<file path="config.mk">
export PLATFORM = sky130hd
export DESIGN_NAME = updown_mod_counter
export DESIGN_NICKNAME = d
export VERILOG_FILES = /design/src/rtl/updown_mod_counter.sv
export SDC_FILE = /design/constraint.sdc
export NUM_CORES = 1
export LEC_CHECK = 0
export ABC_AREA = 1
export CAP_MARGIN = 5
export CORE_UTILIZATION = 35
export CTS_CLUSTER_DIAMETER = 40
export DETAILED_ROUTE_END_ITERATION = 8
export GPL_TIMING_DRIVEN = 0
export PLACE_DENSITY = 0.7
export SYNTH_ARGS = -nofsm -noshare
export SYNTH_HDL_FRONTEND = slang
export SYNTH_SLANG_ARGS = --single-unit
</file>
<file path="constraint.sdc">
create_clock -name clk -period 1.4 [get_ports clk]
set_clock_uncertainty 0.2 [all_clocks]
set_input_delay 0.14 -clock clk [delete_from_list [all_inputs] [get_ports clk]]
set_output_delay 0.14 -clock clk [all_outputs]
set_load 0.02 [all_outputs]
</file>
<file path="src/rtl/updown_mod_counter.sv">
// Up/down modulo-N counter with wrap or saturate boundary handling,
// range-checked synchronous load and synchronous clear.
module updown_mod_counter #(
  parameter int WIDTH    = 4,
  parameter int MODULUS  = 16,
  parameter int SATURATE = 0
) (
  input  logic             clk,
  input  logic             rstn,
  input  logic             clr,
  input  logic             load,
  input  logic [WIDTH-1:0] load_val,
  input  logic             en,
  input  logic             up,
  output logic [WIDTH-1:0] count,
  output logic             tc,
  output logic             wrap,
  output logic             sat,
  output logic             load_err
);

  localparam logic [WIDTH-1:0] MAX = WIDTH'(MODULUS - 1);
  localparam logic [WIDTH:0]   MODW = (WIDTH+1)'(MODULUS);

  logic [WIDTH-1:0] count_q, count_d;
  logic             wrap_q, wrap_d;
  logic             sat_q, sat_d;
  logic             err_q, err_d;

  logic at_top, at_bot, ld_ok;
  logic do_clr, do_ld, do_up, do_dn;

  assign at_top = (count_q == MAX);
  assign at_bot = (count_q == '0);
  // Widened compare so MODULUS == 2**WIDTH never overflows
  assign ld_ok  = ({1'b0, load_val} < MODW);

  assign do_clr = clr;
  assign do_ld  = !clr && load;
  assign do_up  = !clr && !load && en && up;
  assign do_dn  = !clr && !load && en && !up;

  always_comb begin
    count_d = count_q;
    wrap_d  = 1'b0;
    sat_d   = 1'b0;
    err_d   = 1'b0;
    unique case (1'b1)
      do_clr: count_d = '0;
      do_ld: begin
        if (ld_ok) begin
          count_d = load_val;
        end else begin
          count_d = MAX;
          err_d   = 1'b1;
        end
      end
      do_up: begin
        if (!at_top) begin
          count_d = count_q + WIDTH'(1);
        end else if (SATURATE != 0) begin
          sat_d = 1'b1;
        end else begin
          count_d = '0;
          wrap_d  = 1'b1;
        end
      end
      do_dn: begin
        if (!at_bot) begin
          count_d = count_q - WIDTH'(1);
        end else if (SATURATE != 0) begin
          sat_d = 1'b1;
        end else begin
          count_d = MAX;
          wrap_d  = 1'b1;
        end
      end
      default: ;
    endcase
  end

  always_ff @(posedge clk or negedge rstn) begin
    if (!rstn) begin
      count_q <= '0;
      wrap_q  <= 1'b0;
      sat_q   <= 1'b0;
      err_q   <= 1'b0;
    end else begin
      count_q <= count_d;
      wrap_q  <= wrap_d;
      sat_q   <= sat_d;
      err_q   <= err_d;
    end
  end

  assign count    = count_q;
  assign wrap     = wrap_q;
  assign sat      = sat_q;
  assign load_err = err_q;
  assign tc       = en & ((up & at_top) | (!up & at_bot));

endmodule

</file>
# ---- Yosys cells after proc, flatten, opt, wreduce, memory -nomap -nowiden
# Cells that the tools add are included.
dict set report word_totals {
  output_inout_bits 8
  elab_cells 25
  reg_bits 5
}
dict set report classes {
  addsub 2
  reduce_logical 10
  eq_ne 1
  mux 6
  bitwise_logic 4
}
# operator count
set ops {}
lappend ops {{4-bit case mux with 4 select lines} 1}
lappend ops {{4-bit 2-to-1 mux} 2}
lappend ops {{1-bit logical AND} 5}
lappend ops {{4-bit by 1-bit adder with 4-bit output (second input constant)} 1}
lappend ops {{4-bit equality test (second input constant)} 1}
lappend ops {{4-bit zero test} 1}
lappend ops {{4-bit nonzero test} 1}
lappend ops {{4-bit by 1-bit subtractor with 4-bit output (second input constant)} 1}
lappend ops {{1-bit AND} 3}
lappend ops {{1-bit zero test} 3}
lappend ops {{1-bit 2-to-1 mux} 2}
lappend ops {{1-bit case mux with 2 select lines} 1}
lappend ops {{1-bit OR} 1}

# ---- Depth between registers and ports, before layout
dict set report depth {
  ltp_word 5
  mapped_depth 6
  ltp_nobuf 6
}

# ---- Worst setup path after synthesis
# OpenSTA, ideal clock, no wires.
dict set report synth_path {
  path_kind {reg2out}
  start {register count_q[0] (netlist: count[0])}
  end {output port tc}
  stages_incl_launch_ff 7
  t_arrival_ns 1.354
  required_time_ns 1.060
  path_slack_ns -0.294
  cell_sequence {dfrtp_1 -> inv_1 -> ha_1 -> nand2_1 -> nor2_2 -> nor2_1 -> nor2_1}
}
dict set report synth_via {
  elab_chain_cells 4
  elab_cells_between_ends 6
  cone_classes {eq/ne (1); bitwise (4); reduce/logical (1)}
}
# item line_no
set synth_rtl {}
lappend synth_rtl {{start: declaration} 25} ;# logic [WIDTH-1:0] count_q, count_d;
lappend synth_rtl {{start signal: assignment} 89} ;# count_q <= count_d;
lappend synth_rtl {{4-bit equality test or 4-bit zero test (tied branches)} {33, 34}}
lappend synth_rtl {{1-bit AND} 100} ;# assign tc = en & ((up & at_top) | (!up & at_bot));
lappend synth_rtl {{1-bit OR *} 100}
lappend synth_rtl {{1-bit AND *} 100}
lappend synth_rtl {{end: declaration} 16} ;# output logic tc,
# Mark *: on every way between the ends. The rest lies on a longest branch, timed or not.

# ---- Final worst setup path
dict set report layout_path {
  start {register count_q[1] (netlist: count[1])}
  end {output port tc}
}
# Same word-level chain as after synthesis.

==> out/results.tsv <==
metric	value	unit
Placed Cells	93	
worst setup path class	reg -> out	
Final Setup Violations	3	
number of max-cap violations	0	
final-stage net count	103	
Max IR drop VDD	0.3352	mV
via count	502	
H-tree levels	1	
startpoint type of the worst setup path	flop	
RSZ-0062 raised after global routing	true	
largest net degree at the start of global routing	9	
Compound-Gate Fraction of Synth Area	0.04032	
Period minus WS final	1.667	ns
total congestion overflow	0	
status	finished with violations	
fmax	599.8	MHz
power per cell area	760.4	mW/mm²
Leak	0.3579	nW
initial antenna violation count	0	
hpwl dp	803.3	µm
mux share of post-synthesis cell area	0	
Vias/cell	4.827	
GRT met3 Usage	0.01744	
Synth Register Bits	5	
met1 Usage GRT	0.2351	
Inserted Clock Buffers	3	
CP endpoint kind	output port	
failing checks	setup timing	
Adder-Cell Fraction of Synth Area	0.05376	
Reg2Reg Depth	7	
Die Ht	38.47	µm
layout cells sized above 1	0.4444	
CP Data Required Time	1.06	ns
Core ar.	0.001171	mm²
Tcrit/Tclk final	1.191	
area post-placement	684.4	µm²
Yosys top cell area share	0.2688	
ant diodes	0	
Site Rows	12	
vias in the first global route	488	
clock-pin slew on the worst setup and hold paths	0.05	ns
worst path arrival time	1.33	ns
Cells on Worst Hold Path	3	
xor-xnor portion of the synthesized cell area	0.01882	
HP Class	in -> reg	
largest buffer count on any clock path	2	
GR peak layer	met2	
DR iter-0 viols	8	
Tot GR Track Use	0.1870	
post-route cell area	787.0	µm²
Ports	18	
clock sink count	5	
Synth area leaders	dfrtp_1 (27%), nand2_1 (10%), nand3_1 (8.6%)	
final cell count without fillers	104	
fraction of the mapped netlist area in simple logic gates	0.4892	
area leader, netlist	dfrtp_1	
critical path launch point	count[1]$_DFFE_PN0P_	
DRT antenna net count	0	
reg-to-reg startpoint	count[1]$_DFFE_PN0P_	
synthesized area	465.4	µm²
largest family of logic cells by synthesized area	simple AND/OR/NAND/NOR gates	
Avg Synthesized Cell Area	7.388	µm²
Syn Inst Count	63	
maximum fanout along the worst path	4	
first-pass GRT wire length	1938	µm
CTS tree	done	
final number of hold-violating endpoints	0	
DRC violation count after routing	0	
Initial Util	0.3974	
min-delay src	load_val[3]	
Area Growth Syn to Fin	69.09	%
unique cell type count in the Yosys netlist	22	
IO buf count	15	
Clock Latency Late Sink	0.25	ns
post-route worst setup slack	-0.2672	ns
width of the die	38.47	µm
drt pass-1 iters	4	
Root Driver	clkbuf_4	
GPL Wtd Cong	0.9163	
Slew Viols, Final	0	
YS warnings	0	
Routed wire per std cell	11.42	µm
# fillers	100	
met2 Use GR	0.3220	
drt total wl	1188	µm
die area	0.001480	mm²
register area share after synthesis	0.2688	
[cells by family after synthesis]
logic type | count (synthesis)
and+or+nand+nor | 40
DFF | 5
other | 1
AOI/OAI and AO/OA | 3
buffers and inverters | 11
xor gates and xnor gates | 1
adders and majority gates | 2
[critical path, cell delays in order, from the launching register on]
cell and delay, ns:
dfrtp_2 0.44, inv_2 0.08, ha_4 0.14, nand2_4 0.06, nor2_4 0.11, nor2_4 0.05, nor2_4 0.08, buf_6 0.11
[metrics by stage]
step	util	power, mW	hold WS [ns]	setup TNS [ns]	worst slack (ns)
6_report	0.6720	0.5985	0.3070	-0.3077	-0.2672
5_1_grt	0.6720	0.6348	0.3367	-0.4956	-0.3124
4_1_cts	0.6538	0.5790	0.2997	-0.3364	-0.3013
3_5_place_dp	0.5844	0.3787	0.1757	-1.176	-0.5976
3_3_place_gp	0.5844	0.3768	0.1691	-1.120	-0.5904
2_1_floorplan	-	0.2974	-0.3556	-0.02170	-0.02170
[layout make-up]
cell class | instances | area, µm² | share of cell area
sequential | 5 | 128.9 | 0.1638
clock buffer | 4 | 26.28 | 0.03339
tap | 14 | 17.52 | 0.02226
inverter | 8 | 32.53 | 0.04134
timing repair buffer | 22 | 192.7 | 0.2448
buffer | 3 | 26.28 | 0.03339
multi-input combinational | 48 | 362.8 | 0.4610
[synth_stat cells, drive strengths merged]
| library cell | n |
|---|---|
| nand2 | 14 |
| dfrtp | 5 |
| a21oi | 1 |
| inv | 8 |
| o21ai | 2 |
| ha | 2 |
| conb | 1 |
| buf | 3 |
| nand4 | 5 |
| nor3b | 1 |
| xor2 | 1 |
| nor3 | 1 |
| nor2 | 9 |
| nand3 | 9 |
| nand3b | 1 |
[metal layers]
metal  vias up  wire length, µm
met3         2               47
met4         0               15
met1       226              519
met5         -                0
li1        258                -
met2        16              605
[state kept, by name, indices dropped and copies added (netlist names)]
signal	flops
wrap	1
count	4
[where the power goes]
part           internal (mW)  switching, mW
Sequential             0.157         0.0189
Combinational          0.121          0.129
Clock                  0.108         0.0646
[worst paths after layout]
kind | endpoint | slack (ns)
worst min register to register | count[3]$_DFFE_PN0P_ | 0.46
max in group asynchronous | count[0]$_DFFE_PN0P_ | 0.34
worst max register to register | count[3]$_DFFE_PN0P_ | -0.04
worst min-delay path | count[3]$_DFFE_PN0P_ | 0.31
worst max-delay path | tc | -0.27
min in group asynchronous | count[2]$_DFFE_PN0P_ | 0.46
[layout by cell type (no fill, tap or decap), drive strengths merged]
master	synthesis	routed
nor3b	1	1
conb	1	2
nand3	9	9
buf	3	11
nor2	9	9
nand4	5	5
inv	8	8
xor2	1	1
dfrtp	5	5
nand2	14	14
clkbuf	0	5
clkdlybuf4s50	0	9
nand3b	1	1
dlygate4sd3	0	1
ha	2	2
a21oi	1	1
o21ai	2	2
dlygate4sd2	0	3
nor3	1	1
[what timing repair did]
action                                 in CTS  in global routing
pin swaps                                   2                  5
resized for setup                          20                  6
endpoints found under the hold margin       5                  0
setup endpoints to repair                   7                  5
buffers inserted                            5                  2
hold buffers                                1                  0
Power figures use the tool's default switching activity.
